===== config.mk =====
export PLATFORM = sky130hd
export DESIGN_NAME = mem_access_ctrl_flat
export DESIGN_NICKNAME = d
export VERILOG_FILES = /design/src/rtl/mem_access_ctrl_if.sv /design/src/rtl/mem_access_ctrl.sv /design/src/flat_wrapper.sv
export SDC_FILE = /design/constraint.sdc
export NUM_CORES = 1
export LEC_CHECK = 0
export CAP_MARGIN = 40
export CORE_ASPECT_RATIO = 0.8
export CORE_UTILIZATION = 43
export CTS_BUF_LIST = sky130_fd_sc_hd__clkbuf_4 sky130_fd_sc_hd__clkbuf_8 sky130_fd_sc_hd__clkbuf_16
export DETAILED_ROUTE_END_ITERATION = 16
export PLACE_DENSITY = 0.79
export SETUP_SLACK_MARGIN = 0.3
export SYNTH_ARGS = -nofsm -noshare
export SYNTH_HDL_FRONTEND = slang
export SYNTH_SLANG_ARGS = --single-unit

===== constraint.sdc =====
create_clock -name clk -period 1.83 [get_ports clk]
set_input_delay 0.366 -clock clk [delete_from_list [all_inputs] [get_ports clk]]
set_output_delay 0.366 -clock clk [all_outputs]
set_load 0.03 [all_outputs]

===== src/rtl/mem_access_ctrl_if.sv =====
// Bus bundle between the CPU control unit, mem_access_ctrl and the data memory port.
// The err signal exists only when MEM_ACCESS_WRAP_CHECK_EN is defined.
interface mem_access_ctrl_if #(
    parameter int unsigned ADDR_W    = 8,
    parameter int unsigned DATA_W    = 8,
    parameter int unsigned MAX_BURST = 16
);
    localparam int unsigned LEN_W = $clog2(MAX_BURST);

    logic              req_valid;
    logic              req_ready;
    logic              req_write;
    logic [ADDR_W-1:0] req_addr;
    logic [LEN_W-1:0]  req_len;
    logic              wr_valid;
    logic              wr_ready;
    logic [DATA_W-1:0] wr_data;
    logic              rd_valid;
    logic [DATA_W-1:0] rd_data;
    logic              done;
    logic              busy;
    logic              mem_we;
    logic [ADDR_W-1:0] mem_addr;
    logic [DATA_W-1:0] mem_wdata;
    logic [DATA_W-1:0] mem_rdata;
`ifdef MEM_ACCESS_WRAP_CHECK_EN
    logic              err;

    modport master (
        output req_valid, req_write, req_addr, req_len, wr_valid, wr_data, mem_rdata,
        input  req_ready, wr_ready, rd_valid, rd_data, done, busy,
               mem_we, mem_addr, mem_wdata, err
    );
    modport slave (
        input  req_valid, req_write, req_addr, req_len, wr_valid, wr_data, mem_rdata,
        output req_ready, wr_ready, rd_valid, rd_data, done, busy,
               mem_we, mem_addr, mem_wdata, err
    );
`else
    modport master (
        output req_valid, req_write, req_addr, req_len, wr_valid, wr_data, mem_rdata,
        input  req_ready, wr_ready, rd_valid, rd_data, done, busy,
               mem_we, mem_addr, mem_wdata
    );
    modport slave (
        input  req_valid, req_write, req_addr, req_len, wr_valid, wr_data, mem_rdata,
        output req_ready, wr_ready, rd_valid, rd_data, done, busy,
               mem_we, mem_addr, mem_wdata
    );
`endif
endinterface


===== src/rtl/mem_access_ctrl.sv =====
// Burst sequencer driving the single-port data memory for the CPU control unit.
// Optional MEM_ACCESS_WRAP_CHECK_EN rejects bursts that would wrap past the top address.
module mem_access_ctrl #(
    parameter int unsigned ADDR_W    = 8,
    parameter int unsigned DATA_W    = 8,
    parameter int unsigned MAX_BURST = 16,
    parameter int unsigned RD_WAIT   = 1
) (
    input  logic             clk,
    input  logic             reset,
    mem_access_ctrl_if.slave bus
);
    localparam int unsigned LEN_W  = $clog2(MAX_BURST);
    localparam int unsigned WAIT_W = (RD_WAIT > 1) ? $clog2(RD_WAIT) : 1;

    typedef enum logic [2:0] {IDLE, RD_WAIT_S, RD_CAP, WR_BEAT, FIN} state_t;

    state_t            state_q, state_d;
    logic [LEN_W-1:0]  beats_q, beats_d;
    logic [WAIT_W-1:0] wait_q, wait_d;
    logic [ADDR_W-1:0] addr_q, addr_d;
    logic [DATA_W-1:0] wdata_q, wdata_d;
    logic [DATA_W-1:0] rdata_q, rdata_d;
    logic              we_q, we_d;
    logic              rd_valid_q, rd_valid_d;
    logic              done_q, done_d;
    logic              req_ready_q, wr_ready_q, busy_q;
    logic              wr_hs;
    logic              wrap_reject;
`ifdef MEM_ACCESS_WRAP_CHECK_EN
    logic              err_pend_q, err_pend_d;
    logic              err_q, err_d;
    logic [ADDR_W:0]   end_addr;
`endif

    // Next-state and datapath decode
    always_comb begin
        state_d    = state_q;
        beats_d    = beats_q;
        wait_d     = wait_q;
        addr_d     = addr_q;
        wdata_d    = wdata_q;
        rdata_d    = rdata_q;
        we_d       = 1'b0;
        rd_valid_d = 1'b0;
        done_d     = 1'b0;
        wr_hs      = (state_q == WR_BEAT) && wr_ready_q && bus.wr_valid;
`ifdef MEM_ACCESS_WRAP_CHECK_EN
        err_pend_d  = err_pend_q;
        err_d       = 1'b0;
        end_addr    = (ADDR_W+1)'(bus.req_addr) + (ADDR_W+1)'(bus.req_len);
        wrap_reject = end_addr[ADDR_W];
`else
        wrap_reject = 1'b0;
`endif

        case (state_q)
            IDLE: begin
                if (bus.req_valid && wrap_reject) begin
                    state_d = FIN;
`ifdef MEM_ACCESS_WRAP_CHECK_EN
                    err_pend_d = 1'b1;
`endif
                end else if (bus.req_valid) begin
                    addr_d  = bus.req_addr;
                    beats_d = bus.req_len;
                    wait_d  = WAIT_W'(RD_WAIT - 1);
                    state_d = bus.req_write ? WR_BEAT : RD_WAIT_S;
                end
            end
            RD_WAIT_S: begin
                if (wait_q == '0) begin
                    state_d = RD_CAP;
                end else begin
                    wait_d = wait_q - WAIT_W'(1);
                end
            end
            RD_CAP: begin
                rdata_d    = bus.mem_rdata;
                rd_valid_d = 1'b1;
                if (beats_q == '0) begin
                    state_d = FIN;
                end else begin
                    addr_d  = addr_q + ADDR_W'(1);
                    beats_d = beats_q - LEN_W'(1);
                    wait_d  = WAIT_W'(RD_WAIT - 1);
                    state_d = RD_WAIT_S;
                end
            end
            WR_BEAT: begin
                // Advance only after the previous beat's write cycle has completed
                if (we_q) begin
                    addr_d = addr_q + ADDR_W'(1);
                end
                if (wr_hs) begin
                    wdata_d = bus.wr_data;
                    we_d    = 1'b1;
                    if (beats_q == '0) begin
                        state_d = FIN;
                    end else begin
                        beats_d = beats_q - LEN_W'(1);
                    end
                end
            end
            FIN: begin
                done_d  = 1'b1;
                state_d = IDLE;
`ifdef MEM_ACCESS_WRAP_CHECK_EN
                err_d      = err_pend_q;
                err_pend_d = 1'b0;
`endif
            end
            default: state_d = IDLE;
        endcase
    end

    // State and output registers
    always_ff @(posedge clk) begin
        if (reset) begin
            state_q     <= IDLE;
            beats_q     <= '0;
            wait_q      <= '0;
            addr_q      <= '0;
            wdata_q     <= '0;
            rdata_q     <= '0;
            we_q        <= 1'b0;
            rd_valid_q  <= 1'b0;
            done_q      <= 1'b0;
            req_ready_q <= 1'b1;
            wr_ready_q  <= 1'b0;
            busy_q      <= 1'b0;
`ifdef MEM_ACCESS_WRAP_CHECK_EN
            err_pend_q  <= 1'b0;
            err_q       <= 1'b0;
`endif
        end else begin
            state_q     <= state_d;
            beats_q     <= beats_d;
            wait_q      <= wait_d;
            addr_q      <= addr_d;
            wdata_q     <= wdata_d;
            rdata_q     <= rdata_d;
            we_q        <= we_d;
            rd_valid_q  <= rd_valid_d;
            done_q      <= done_d;
            req_ready_q <= (state_d == IDLE);
            wr_ready_q  <= (state_d == WR_BEAT);
            busy_q      <= (state_d != IDLE);
`ifdef MEM_ACCESS_WRAP_CHECK_EN
            err_pend_q  <= err_pend_d;
            err_q       <= err_d;
`endif
        end
    end

    assign bus.req_ready = req_ready_q;
    assign bus.wr_ready  = wr_ready_q;
    assign bus.rd_valid  = rd_valid_q;
    assign bus.rd_data   = rdata_q;
    assign bus.done      = done_q;
    assign bus.busy      = busy_q;
    assign bus.mem_we    = we_q;
    assign bus.mem_addr  = addr_q;
    assign bus.mem_wdata = wdata_q;
`ifdef MEM_ACCESS_WRAP_CHECK_EN
    assign bus.err       = err_q;
`endif
endmodule


===== src/flat_wrapper.sv =====
// flat-port wrapper written by rule: the top's interface ports become plain ports
module mem_access_ctrl_flat 
#(
    parameter int unsigned ADDR_W    = 8,
    parameter int unsigned DATA_W    = 8,
    parameter int unsigned MAX_BURST = 16,
    parameter int unsigned RD_WAIT   = 1
)
  (clk, reset, bus_req_valid, bus_req_write, bus_req_addr, bus_req_len, bus_wr_valid, bus_wr_data, bus_mem_rdata, bus_req_ready, bus_wr_ready, bus_rd_valid, bus_rd_data, bus_done, bus_busy, bus_mem_we, bus_mem_addr, bus_mem_wdata);
  mem_access_ctrl_if #(.ADDR_W(ADDR_W), .DATA_W(DATA_W), .MAX_BURST(MAX_BURST)) bus_i ();
  input  logic clk;
  input  logic reset;
  input wire logic [$bits(bus_i.req_valid)-1:0] bus_req_valid;
  input wire logic [$bits(bus_i.req_write)-1:0] bus_req_write;
  input wire logic [$bits(bus_i.req_addr)-1:0] bus_req_addr;
  input wire logic [$bits(bus_i.req_len)-1:0] bus_req_len;
  input wire logic [$bits(bus_i.wr_valid)-1:0] bus_wr_valid;
  input wire logic [$bits(bus_i.wr_data)-1:0] bus_wr_data;
  input wire logic [$bits(bus_i.mem_rdata)-1:0] bus_mem_rdata;
  output wire logic [$bits(bus_i.req_ready)-1:0] bus_req_ready;
  output wire logic [$bits(bus_i.wr_ready)-1:0] bus_wr_ready;
  output wire logic [$bits(bus_i.rd_valid)-1:0] bus_rd_valid;
  output wire logic [$bits(bus_i.rd_data)-1:0] bus_rd_data;
  output wire logic [$bits(bus_i.done)-1:0] bus_done;
  output wire logic [$bits(bus_i.busy)-1:0] bus_busy;
  output wire logic [$bits(bus_i.mem_we)-1:0] bus_mem_we;
  output wire logic [$bits(bus_i.mem_addr)-1:0] bus_mem_addr;
  output wire logic [$bits(bus_i.mem_wdata)-1:0] bus_mem_wdata;
  assign bus_i.req_valid = bus_req_valid;
  assign bus_i.req_write = bus_req_write;
  assign bus_i.req_addr = bus_req_addr;
  assign bus_i.req_len = bus_req_len;
  assign bus_i.wr_valid = bus_wr_valid;
  assign bus_i.wr_data = bus_wr_data;
  assign bus_i.mem_rdata = bus_mem_rdata;
  assign bus_req_ready = bus_i.req_ready;
  assign bus_wr_ready = bus_i.wr_ready;
  assign bus_rd_valid = bus_i.rd_valid;
  assign bus_rd_data = bus_i.rd_data;
  assign bus_done = bus_i.done;
  assign bus_busy = bus_i.busy;
  assign bus_mem_we = bus_i.mem_we;
  assign bus_mem_addr = bus_i.mem_addr;
  assign bus_mem_wdata = bus_i.mem_wdata;
  mem_access_ctrl #(.ADDR_W(ADDR_W), .DATA_W(DATA_W), .MAX_BURST(MAX_BURST), .RD_WAIT(RD_WAIT)) u_core (.clk(clk), .reset(reset), .bus(bus_i));
endmodule

# [After elaboration in Yosys (flattened, before gate mapping)]
# Index checks and enable logic that the tools add are counted.
[op_classes] addsub=3 reduce_logical=13 n_mux=22 n_bitwise=1 n_eq_ne=9
[ops] cell="8-bit two-way mux" count=3
[ops] cell="8-bit case mux with 3 select lines" count=1
[ops] cell="3-bit two-way mux" count=5
[ops] cell="4-bit two-way mux" count=3
[ops] cell="3-bit case mux with 4 select lines" count=1
[ops] cell="4-bit case mux with 3 select lines" count=1
[ops] cell="3-bit by 2-bit equality test with 1-bit output (second input constant)" count=3
[ops] cell="3-bit nonzero test" count=3
[ops] cell="8-bit by 1-bit adder with 8-bit output (second input constant)" count=1
[ops] cell="3-bit zero test" count=2
[ops] cell="1-bit two-way mux" count=6
[ops] cell="3-bit AND reduction" count=2
[ops] cell="4-bit zero test" count=1
[ops] cell="2-bit by 1-bit inequality test with 1-bit output (second input constant)" count=2
[ops] cell="2-bit inequality test (second input constant)" count=2
[ops] cell="4-bit AND reduction" count=1
[ops] cell="4-bit by 1-bit subtractor with 4-bit output (second input constant)" count=1
[ops] cell="3-bit by 1-bit equality test with 1-bit output (second input constant)" count=1
[ops] cell="3-bit equality test (second input constant)" count=1
[ops] cell="1-bit case mux with 3 select lines" count=1
[ops] cell="1-bit logical AND" count=2
[ops] cell="2-bit two-way mux" count=1
[ops] cell="2-bit AND reduction" count=1
[ops] cell="2-bit OR reduction" count=1
[ops] cell="2 further kinds" count=2
[word_totals] wordCells=60 ff_bits=38 output_inout_bits=30

# [Logic depth before layout (Yosys ltp)]
[logic_depth] depth_word=6 ltp_mapped=7

# [Worst setup path before layout]
# No wires, ideal clock.
[synth_path] kind="reg-to-reg" from="register u_core.beats_q[0]" to="register u_core.beats_q[0]" setup_ns=0.132 stages_incl_launch_ff=7 arrival_ns=1.538 n_path_buf=0 path_slack_ns=0.160 cell_sequence="dfxtp_1 > inv_1 > ha_1 > or3b_2 > a31oi_1 > or3_1 > a21oi_1"
[synth_between] elab_chain_cells=4 elab_cells_between_ends=5
[synth_rtl] item="start, declared" line_no="mem_access_ctrl.sv:19" source="logic [LEN_W-1:0] beats_q, beats_d;"
[synth_rtl] item="start signal, assigned" line_no="mem_access_ctrl.sv:138" source="beats_q <= beats_d;"
[synth_rtl] item="4-bit by 1-bit subtractor with 4-bit output / 4-bit zero test (equally long branches)"
[synth_rtl] item="4-bit two-way mux (*)" line_no="mem_access_ctrl.sv:81, mem_access_ctrl.sv:98"
[synth_rtl] item="4-bit two-way mux" line_no="mem_access_ctrl.sv:95" source="if (wr_hs) begin"
[synth_rtl] item="4-bit case mux with 3 select lines (*)" line_no="mem_access_ctrl.sv:57" source="case (state_q)"
# Mark *: on every way between the ends. The rest lies on a longest branch, timed or not. The select of a mux whose other input is x is not followed.
# A chain may end at the register's enable or synchronous reset.

# [Worst setup path in the final report]
[layout_path] from="register u_core.state_q[1]" to="register u_core.addr_q[0], in the netlist u_core.bus.mem_addr[0]"
[layout_between] elab_chain_cells=3 elab_cells_between_ends=9
[layout_rtl] item="start, declared" line_no="mem_access_ctrl.sv:18" source="state_t state_q, state_d;"
[layout_rtl] item="start signal, assigned" line_no="mem_access_ctrl.sv:137" source="state_q <= state_d;"
[layout_rtl] item="3-bit by 2-bit equality test with 1-bit output / 3-bit zero test (equally long branches)" line_no="mem_access_ctrl.sv:57"
[layout_rtl] item="2-bit by 1-bit inequality test with 1-bit output (no line), or another cell as far along"
[layout_rtl] item="4-bit AND reduction (no line)"
[layout_rtl] item="end signal, assigned" line_no="mem_access_ctrl.sv:140" source="addr_q <= addr_d;"
[layout_rtl] item="end, declared" line_no="mem_access_ctrl.sv:21" source="logic [ADDR_W-1:0] addr_q, addr_d;"
# Parallel ways exist; a longest one is shown, timed or not.

==> results.py <==
metrics = {
    "outcome": {
        "status": "finished, final reports clean",
    },
    "timing": {
        "clock.fmax_mhz": 631,
        "grt_setup_unrepaired": "true",
        "fin_crit_ns": 1.58,
        "hold_viol_final": 0,
        "setup-violations-final": 0,
        "slew_viol_final": 0,
        "clock_skew_ns": 0.00272,
        "worstMarginPinSlew_ns": 0.491,
        "final.period_utilization": 0.866,
        "relSlewSlack": 0.672,
    },
    "power_and_ir_drop": {
        "p_clk_frac": 0.194,
        "ir_worst_vdd_uv": 625,
        "p_switching_mw": 1.05,
        "p_int_mw": 1.83,
        "leakage_nw": 1.20,
        "pwr-share-comb": 0.452,
        "swShare": 0.366,
        "p_per_area_nw_per_um2": 1060,
        "seqPwrFrac": 0.354,
    },
    "cts": {
        "cts_sinks": 37,
        "path_clk_slew_ns": 0.07,
        "cts_buffers": 5,
        "insertion_delay_ns": 0.29,
        "cts_tree": "done",
        "htree_levels": 2,
        "root_buffer": "clkbuf_8",
        "hold_buffers": 0,
        "cts_max_path_buffers": 2,
    },
    "drt": {
        "wirelength_um": 4440,
        "routedWlPerCell_um": 14.0,
        "first_iter_violations": 57,
        "drt-pass1-iter-count": 6,
        "ant_nets": 0,
        "via_count": 1707,
        "post_drt_via_cell_ratio": 5.38,
        "drc": 0,
    },
    "yosys": {
        "synth_edf_count": 0,
        "synthFlopType": "dfxtp_1",
        "synth_area_leader_cell": "dfxtp_1",
        "syn_nets": 226,
        "ys_ff_latch": 37,
        "synth-async-reset-ratio": 0,
        "synth_warnings": 0,
        "avgSynthCellArea_um2": 8.58,
        "synthesis.area_um2": 1640,
        "yosysUniqueCellTypes": 41,
        "synth_top_area_frac": 0.452,
        "synth_cells": 191,
        "ys_seq_area_frac": 0.452,
        "synth_area_leaders": "dfxtp_1 (45%), a21oi_1 (7.0%), nand2_1 (6.2%)",
    },
    "setup_path": {
        "required_ns": 2.05,
        "critPathKind": "flip-flop to flip-flop",
        "critPathMaxFanout": 3,
        "worst_setup_path_start_kind": "flip-flop",
        "slowest_stage": "or4b_4",
        "cpPeakStageDelay_ns": 0.54,
        "cp.arrival_ns": 1.80,
        "endpoint_kind": "flip-flop",
        "startpoint": "u_core.state_q[1]$_SDFF_PP0_",
        "crit_chain": "or4b_4 -> o31a_1 -> or3_1 -> a31oi_1",
        "reg2reg_from": "u_core.state_q[1]$_SDFF_PP0_",
    },
    "die": {
        "fp-row-count": 19,
        "initial_utilization": 0.463,
        "io_pins": 63,
        "dieArea_um2": 4060,
        "core_region_area_um2": 3540,
        "die_height_um": 57.2,
        "die_w_um": 71.0,
    },
    "finish": {
        "syn2layout_area_growth_pct": 66.2,
        "nNetsFinal": 309,
        "fin_area_um2": 2720,
        "final_util": 0.769,
        "diodes": 0,
        "stdcell_count": 317,
        "drive_gt1_frac": 0.262,
    },
    "placed_design": {
        "place.detailed.hpwl_um": 2870,
        "placed_cell_area_um2": 2380,
        "gp_congestion": 0.782,
        "placed_cells": 294,
        "place.port_buffers": 62,
    },
    "global_routing": {
        "track_usage": 0.217,
        "grt_pass1_vias": 1510,
        "overflow": 0,
        "antenna_found_initial": 0,
        "grt_pass1_wl_um": 6870,
        "grt_max_degree": 29,
    },
    "min_path": {
        "hp-class": "flip-flop to flip-flop",
        "hold_start": "u_core.bus.rd_data[6]$_SDFFE_PP0N_",
    },
    "run": {
        "drv_cap": 0,
    },
}
## metrics by stage
step | total power, mW | worst slack (ns) | hold slack (ns) | TNS, ns
5_1_grt | 3.04 | 0.172 | 0.464 | 0
2_1_floorplan | 1.63 | 0.221 | 0.453 | 0
3_5_place_dp | 2.02 | -0.185 | 0.449 | -1.40
4_1_cts | 2.67 | 0.221 | 0.456 | 0
3_3_place_gp | 2.00 | -0.163 | 0.442 | -1.15
6_report | 2.88 | 0.245 | 0.453 | 0
## power groups by stage
stage | combinational [mW] | sequential, mW | clock, mW
2_1_floorplan | 0.484 | 1.15 | 0
3_3_place_gp | 0.959 | 1.04 | 0
3_5_place_dp | 0.972 | 1.04 | 0
4_1_cts | 1.09 | 1.01 | 0.567
5_1_grt | 1.40 | 1.04 | 0.608
6_report | 1.30 | 1.02 | 0.558
## cell families (layout without fill, tap and decap cells)
kind of cell / count (synthesis) / after routing / share of synthesized area
simple gates: 80 / 80 / 0.258
compound gates: 49 / 49 / 0.186
flops: 37 / 37 / 0.452
buf+inv: 15 / 99 / 0.0405
mux: 8 / 8 / 0.0489
fa+ha+maj: 2 / 2 / 0.0153
## repair_timing
action | CTS | global route
pin swaps | 7 | 15
endpoints found under the setup margin | 52 | 19
resized for setup | 52 | 32
buffers inserted | 9 | 6
## synth_stat cells (2+ instances only)
cell,instances
a21o_2,3
a21oi_1,23
a31oi_1,2
and2_1,3
and4_1,2
buf_2,2
clkbuf_1,8
dfxtp_1,37
ha_1,2
inv_1,4
mux2i_1,8
nand2_1,27
nand3_1,4
nand4_1,2
nand4b_1,3
nor2_1,18
nor2b_1,2
nor3b_1,3
nor4b_1,3
o21ai_0,8
o31a_1,3
o31ai_1,2
o32ai_1,2
or3_1,3
## path summary, 6_finish.rpt
check / endpoint / slack [ns] / depth (start not counted)
hold reg to reg: u_core.bus.rd_data[6]$_SDFFE_PP0N_ / 0.45 / 2
hold / removal: u_core.bus.rd_data[6]$_SDFFE_PP0N_ / 0.45 / 2
setup reg to reg: u_core.bus.mem_addr[0]$_SDFFE_PP0P_ / 0.25 / 4
setup / recovery: u_core.bus.mem_addr[0]$_SDFFE_PP0P_ / 0.25 / 4
## cells in the final DEF (no fill, tap or decap), types with 3 or more instances in the layout
cell	count
dlygate4sd2_1	27
a21oi_1	17
nor2_1	18
nand4b_1	3
nand2_1	25
nor3b_1	3
o21ai_0	3
dfxtp_1	32
clkdlybuf4s50_1	31
clkbuf_8	5
a21o_2	3
mux2i_1	8
nand3_1	3
buf_4	18
o31a_1	3
dfxtp_4	3
o21ai_1	5
buf_6	4
and2_1	3
a21oi_2	5
## per-layer routing
metal  part of all wire  GRT usage  vias up
met4              0.013     0.0857        0
met3              0.060     0.0530        6
met1               0.46      0.283      800
li1                   -          -      845
met2               0.46      0.350       56
met5                  0          0        -
## registers in the layout, indices dropped and copies added (netlist names)
name / cells
u_core.bus.done: 1
u_core.bus.mem_wdata: 8
u_core.beats_q: 4
u_core.bus.busy: 1
u_core.bus.rd_valid: 1
u_core.bus.req_ready: 1
u_core.bus.mem_we: 1
u_core.state_q: 3
u_core.bus.rd_data: 8
u_core.bus.mem_addr: 8
u_core.bus.wr_ready: 1
## critical path: cells and delay by family (launching register included)
family          cells  cell delay (ns)
compound gates      2             0.30
flops               1             0.35
simple gates        2             0.86
## layout make-up
| class | count | area (µm²) |
|---|---|---|
| clock buffers | 6 | 76.3 |
| clock inverters | 2 | 10.0 |
| fillers | 258 | 818 |
| inverters | 4 | 15.0 |
| multi-input cells | 139 | 1000 |
| flip-flops and latches | 37 | 754 |
| well taps | 42 | 52.6 |
| repair buffers | 87 | 812 |
Note: power is estimated with default switching activity, not from simulation.
